## src/rtl/nibble_serial_adder_pkg.sv

```systemverilog
// Shared definitions for the nibble-serial adder: FSM encoding and slice width.
package nibble_serial_adder_pkg;

  // Width of the single carry-lookahead slice the datapath reuses every cycle.
  localparam int unsigned NibbleW = 4;

  typedef enum logic [1:0] {
    StIdle = 2'd0,
    StBusy = 2'd1,
    StDone = 2'd2
  } state_e;

endpackage

```

## src/rtl/nibble_serial_adder_cla4.sv

```systemverilog
// 4-bit carry-lookahead adder slice: y = a + b + cin, cout = carry out of bit 3.
module cla4 (
  input  logic [3:0] a,
  input  logic [3:0] b,
  input  logic       cin,
  output logic [3:0] y,
  output logic       cout
);

  logic [3:0] g;
  logic [3:0] p;
  logic [4:0] c;

  // Generate/propagate terms and flattened lookahead carries.
  always_comb begin
    g    = a & b;
    p    = a ^ b;
    c[0] = cin;
    c[1] = g[0] | (p[0] & cin);
    c[2] = g[1] | (p[1] & g[0]) | (p[1] & p[0] & cin);
    c[3] = g[2] | (p[2] & g[1]) | (p[2] & p[1] & g[0]) | (p[2] & p[1] & p[0] & cin);
    c[4] = g[3] | (p[3] & g[2]) | (p[3] & p[2] & g[1]) | (p[3] & p[2] & p[1] & g[0])
         | (p[3] & p[2] & p[1] & p[0] & cin);
    y    = p ^ c[3:0];
    cout = c[4];
  end

endmodule

```

## src/rtl/nibble_serial_adder.sv

```systemverilog
// Multi-cycle WIDTH-bit adder: one nibble per clock through a single cla4 slice,
// with a carry flop chaining nibbles and a start/done handshake.
module nibble_serial_adder
  import nibble_serial_adder_pkg::*;
#(
  parameter int unsigned WIDTH = 16
) (
  input  logic             clk,
  input  logic             rst_n,
  input  logic             start,
  input  logic [WIDTH-1:0] a,
  input  logic [WIDTH-1:0] b,
  input  logic             cin,
  output logic             busy,
  output logic             done,
  output logic [WIDTH-1:0] sum,
  output logic             cout,
  output logic             overflow
);

  localparam int unsigned NIBBLES = WIDTH / NibbleW;
  localparam int unsigned CntW    = $clog2(NIBBLES);

  state_e             state_q, state_d;
  logic [WIDTH-1:0]   a_q, a_d;
  logic [WIDTH-1:0]   b_q, b_d;
  logic [WIDTH-1:0]   part_q, part_d;
  logic [WIDTH-1:0]   sum_q, sum_d;
  logic               carry_q, carry_d;
  logic               cout_q, cout_d;
  logic               ovf_q, ovf_d;
  logic [CntW-1:0]    cnt_q, cnt_d;

  // Bit offset of the current nibble (cnt * 4).
  logic [CntW+1:0]    bit_idx;
  logic [NibbleW-1:0] slice_y;
  logic               slice_cout;
  logic               last_nibble;

  assign bit_idx     = {cnt_q, 2'b00};
  assign last_nibble = (cnt_q == CntW'(NIBBLES - 1));

  cla4 u_cla4 (
    .a    (a_q[bit_idx +: NibbleW]),
    .b    (b_q[bit_idx +: NibbleW]),
    .cin  (carry_q),
    .y    (slice_y),
    .cout (slice_cout)
  );

  // Next-state: accept in Idle/Done, one nibble per Busy cycle, publish at the last nibble.
  always_comb begin
    state_d = state_q;
    a_d     = a_q;
    b_d     = b_q;
    part_d  = part_q;
    sum_d   = sum_q;
    carry_d = carry_q;
    cout_d  = cout_q;
    ovf_d   = ovf_q;
    cnt_d   = cnt_q;
    unique case (state_q)
      StIdle, StDone: begin
        if (start) begin
          a_d     = a;
          b_d     = b;
          carry_d = cin;
          cnt_d   = '0;
          state_d = StBusy;
        end else begin
          state_d = StIdle;
        end
      end
      StBusy: begin
        part_d[bit_idx +: NibbleW] = slice_y;
        carry_d                    = slice_cout;
        cnt_d                      = cnt_q + CntW'(1);
        if (last_nibble) begin
          // Outputs only move here, so no partial sum is ever visible.
          sum_d   = part_d;
          cout_d  = slice_cout;
          ovf_d   = (a_q[WIDTH-1] == b_q[WIDTH-1]) && (part_d[WIDTH-1] != a_q[WIDTH-1]);
          cnt_d   = '0;
          state_d = StDone;
        end
      end
      default: state_d = StIdle;
    endcase
  end

  // State and datapath registers; reset abandons any add in flight.
  always_ff @(posedge clk or negedge rst_n) begin
    if (!rst_n) begin
      state_q <= StIdle;
      a_q     <= '0;
      b_q     <= '0;
      part_q  <= '0;
      sum_q   <= '0;
      carry_q <= 1'b0;
      cout_q  <= 1'b0;
      ovf_q   <= 1'b0;
      cnt_q   <= '0;
    end else begin
      state_q <= state_d;
      a_q     <= a_d;
      b_q     <= b_d;
      part_q  <= part_d;
      sum_q   <= sum_d;
      carry_q <= carry_d;
      cout_q  <= cout_d;
      ovf_q   <= ovf_d;
      cnt_q   <= cnt_d;
    end
  end

  assign busy     = (state_q == StBusy);
  assign done     = (state_q == StDone);
  assign sum      = sum_q;
  assign cout     = cout_q;
  assign overflow = ovf_q;

endmodule

```

## config.mk

```make
export PLATFORM = sky130hd
export DESIGN_NAME = nibble_serial_adder
export DESIGN_NICKNAME = d
export VERILOG_FILES = /design/src/rtl/nibble_serial_adder_pkg.sv /design/src/rtl/nibble_serial_adder_cla4.sv /design/src/rtl/nibble_serial_adder.sv
export SDC_FILE = /design/constraint.sdc
export NUM_CORES = 1
export LEC_CHECK = 0
export BUFFER_PORTS_ARGS = -buffer_cell sky130_fd_sc_hd__clkbuf_2
export CAP_MARGIN = 20
export CORE_ASPECT_RATIO = 0.75
export CORE_MARGIN = 2
export CORE_UTILIZATION = 60
export DETAILED_ROUTE_END_ITERATION = 10
export MAX_ROUTING_LAYER = met4
export PLACE_DENSITY = 0.89
export SKIP_CTS_REPAIR_TIMING = 1
export SLEW_MARGIN = 40
export SYNTH_ARGS = -nofsm -noshare
export SYNTH_HDL_FRONTEND = slang
export SYNTH_HIERARCHICAL = 1
export SYNTH_SLANG_ARGS = --single-unit
```

## constraint.sdc

```tcl
create_clock -name clk -period 5.3 [get_ports clk]
set_input_delay 0.53 -clock clk [delete_from_list [all_inputs] [get_ports clk]]
set_output_delay 0.53 -clock clk [all_outputs]
set_load 0.005 [all_outputs]
```

==> results.tsv <==
metric	value	unit
place_ws	2.06	ns
crit_chain	mux4_2, ha_1, a21o_1, a31o_1, xor2_2, a21oi_1, o21ai_0	
drt_iter0_markers	214	
die_y	68.8	µm
port-buffer-count	55	
timing.final.ws_setup	2.23	ns
tns	0	ns
cts_buffers	9	
syn-cell-area	3360	µm²
skew	0.0102	ns
htreeDepth	3	
r2r-start	cnt_q[0]$_DFFE_PN0P_	
syn_avg_cell_area	9.96	µm²
peakVddDrop	357	µV
holdWs	0.276	ns
startpoint	cnt_q[0]$_DFFE_PN0P_	
via_count	2504	
cts.sinks	71	
wl_per_cell	14.6	µm
final_nets	430	
hold_viol_final	0	
worstPathArrival	3.34	ns
hp-class	in -> async	
place_congestion	0.832	
floorplan.initialDensity	62.4	%
wl	6.75	mm
end_kind	flop	
drc	0	
core.rowCount	23	
drive_above_1_share	23.2	%
max_freq	325	MHz
dpl.hpwl	4.64	mm
met3_usage	7.72	%
slew_headroom	44.9	%
syn_nets	384	
final_antenna_net_count	0	
r2r_cells	7	
grt_pass1_vias	2459	
grt_util_met2	38.2	%
fin_crit_sh	58.0	%
grt_pass1_wl	11.4	mm
cp_max_fo	18	
core	5380	µm²
placed_cells	447	
cellPowerDensity	704	nW/µm²
maxCapViolations	0	
antenna_cells	0	
ys_seq_area_share	52.9	%
syn_inst	337	
cts_buffer_depth	2	
antenna_found_initial	0	
required	5.56	ns
critPathLaunchType	flop	
tritoncts	built	
slew_viol_final	0	
clkSlewWorstSetupHoldPaths	0.07	ns
yosys_warnings	6	
synthDistinctLibCells	34	
insertion_delay	0.34	ns
syn_to_final_growth	15.9	%
worstMarginPinSlew	0.821	ns
rsz0062_at_grt	no	
die_w	90.4	µm
cp_slowest_cell	dfrtp_1	
io_pins	56	
drt_first_pass_iters	5	
dieArea	6210	µm²
track_usage	24.7	%
leakage	1.99	nW
final_cells	463	
drt-vias-per-instance	5.41	
busiest_layer	met2	
crit_path_max_incr_delay	0.82	ns
synth-seq-cells	71	
setup_viol_count_final	0	
grt_start_max_net_pins	72	
grt_use_met1	32.3	%
utilization	72.3	%
path_class	reg -> reg	
status	completed	
cts_root_buffer	clkbuf_8	
finalCriticalPeriod	3.07	ns
grt-ovfl-total	0	
## kinds of logic after synthesis
family                     synth area share (%)
DFF                                        52.9
buffers and inverters                      4.44
muxes                                      6.00
xor gates and xnor gates                  0.783
adders and majority gates                  4.33
AOI/OAI and AO/OA                          11.6
and+or+nand+nor                            19.9
## final timing paths
| kind | to | slack, ns |
|---|---|---|
| hold / removal | b_q[13]$_DFFE_PN0P_ | 0.28 |
| max in group asynchronous | sum[1]$_DFFE_PN0P_ | 4.60 |
| min in group clk | a_q[12]$_DFFE_PN0P_ | 0.37 |
| setup / recovery | sum[15]$_DFFE_PN0P_ | 2.23 |
| hold reg to reg | a_q[9]$_DFFE_PN0P_ | 0.48 |
| setup reg to reg | sum[15]$_DFFE_PN0P_ | 2.23 |
## sequential cells by signal (all words and copies together) (netlist names)
signal and flops:
a_q 16, b_q 16, carry_q 1, cnt_q 2, cout 1, overflow 1, part_q 16, state_q 2
sum 16
## area by class of cell
| class | count | area, µm² |
|---|---|---|
| flip-flops and latches | 71 | 1780 |
| multi-input cells | 234 | 1440 |
| clock buffers | 10 | 128 |
| inverters | 8 | 30.0 |
| well taps | 75 | 93.8 |
| fillers | 370 | 1490 |
| clock inverters | 6 | 109 |
| repair buffers | 59 | 309 |
## layer usage
layer / part of all wire (%) / up-vias / wire length (µm)
met1: 47 / 1184 / 3200
met4: 0.96 / 0 / 65
met3: 6.3 / 10 / 427
met5: 0 / - / 0
met2: 45 / 75 / 3060
li1: - / 1235 / -
## cell usage in the layout (no fill, tap or decap), types with 3 or more instances in the layout
| master | count |
|---|---|
| ha_1 | 10 |
| a21oi_1 | 17 |
| buf_4 | 3 |
| clkbuf_8 | 9 |
| mux4_2 | 8 |
| a21o_1 | 3 |
| o21ai_0 | 18 |
| a32o_1 | 15 |
| clkbuf_2 | 54 |
| nor2b_1 | 17 |
| inv_1 | 7 |
| nand2_1 | 121 |
| dfrtp_1 | 71 |
| bufinv_16 | 3 |
## power by group
| part | total, mW | switching, mW | internal, mW |
|---|---|---|---|
| combinational | 1.29 | 0.789 | 0.496 |
| clock | 0.508 | 0.196 | 0.312 |
| sequential | 0.945 | 0.174 | 0.771 |
| total | 2.74 | 1.16 | 1.58 |
## critical path: cells and delay by family, from the launching register on
family	cells	cell delay, ns
flip-flops	1	0.82
AO/OA/AOI/OAI	4	0.78
multiplexers	1	0.62
XOR/XNOR	1	0.45
adder cells (fa/ha/maj)	1	0.31
## stage by stage
step / power (mW) / cell area, µm²
CTS: 2.70 / 3880
detailed placement: 2.19 / 3640
global placement: 2.12 / 3620
finish: 2.74 / 3890
floorplan: 1.88 / 3360
global route: 2.92 / 3890
## Yosys cell counts
cell type | n | area (µm²)
buf_2 | 10 | 50.1
mux2i_1 | 1 | 10.0
fa_1 | 1 | 20.0
buf_6 | 1 | 11.3
a2111o_1 | 1 | 11.3
a21oi_1 | 17 | 85.1
nand2b_1 | 2 | 12.5
clkbuf_1 | 10 | 37.5
nor4b_1 | 1 | 8.76
inv_1 | 7 | 26.3
a31o_1 | 1 | 8.76
o31ai_1 | 2 | 15.0
ha_1 | 10 | 125
clkbuf_2 | 1 | 5.00
nor2b_1 | 18 | 113
nand3_1 | 2 | 10.0
and4bb_1 | 1 | 12.5
buf_4 | 2 | 15.0
o21ai_0 | 18 | 90.1
dfrtp_1 | 71 | 1780
nor2_1 | 2 | 7.51
a21o_1 | 3 | 22.5
nand4_1 | 1 | 6.26
mux4_2 | 8 | 180
xor2_1 | 1 | 8.76
inv_2 | 1 | 3.75
mux2_2 | 1 | 11.3
xnor2_1 | 2 | 17.5
nand2_1 | 121 | 454
a32o_1 | 15 | 150
and4bb_2 | 2 | 25.0
a31oi_1 | 1 | 6.26
nand3b_1 | 1 | 7.51
and4b_2 | 1 | 11.3
Power figures use the tool's default switching activity.
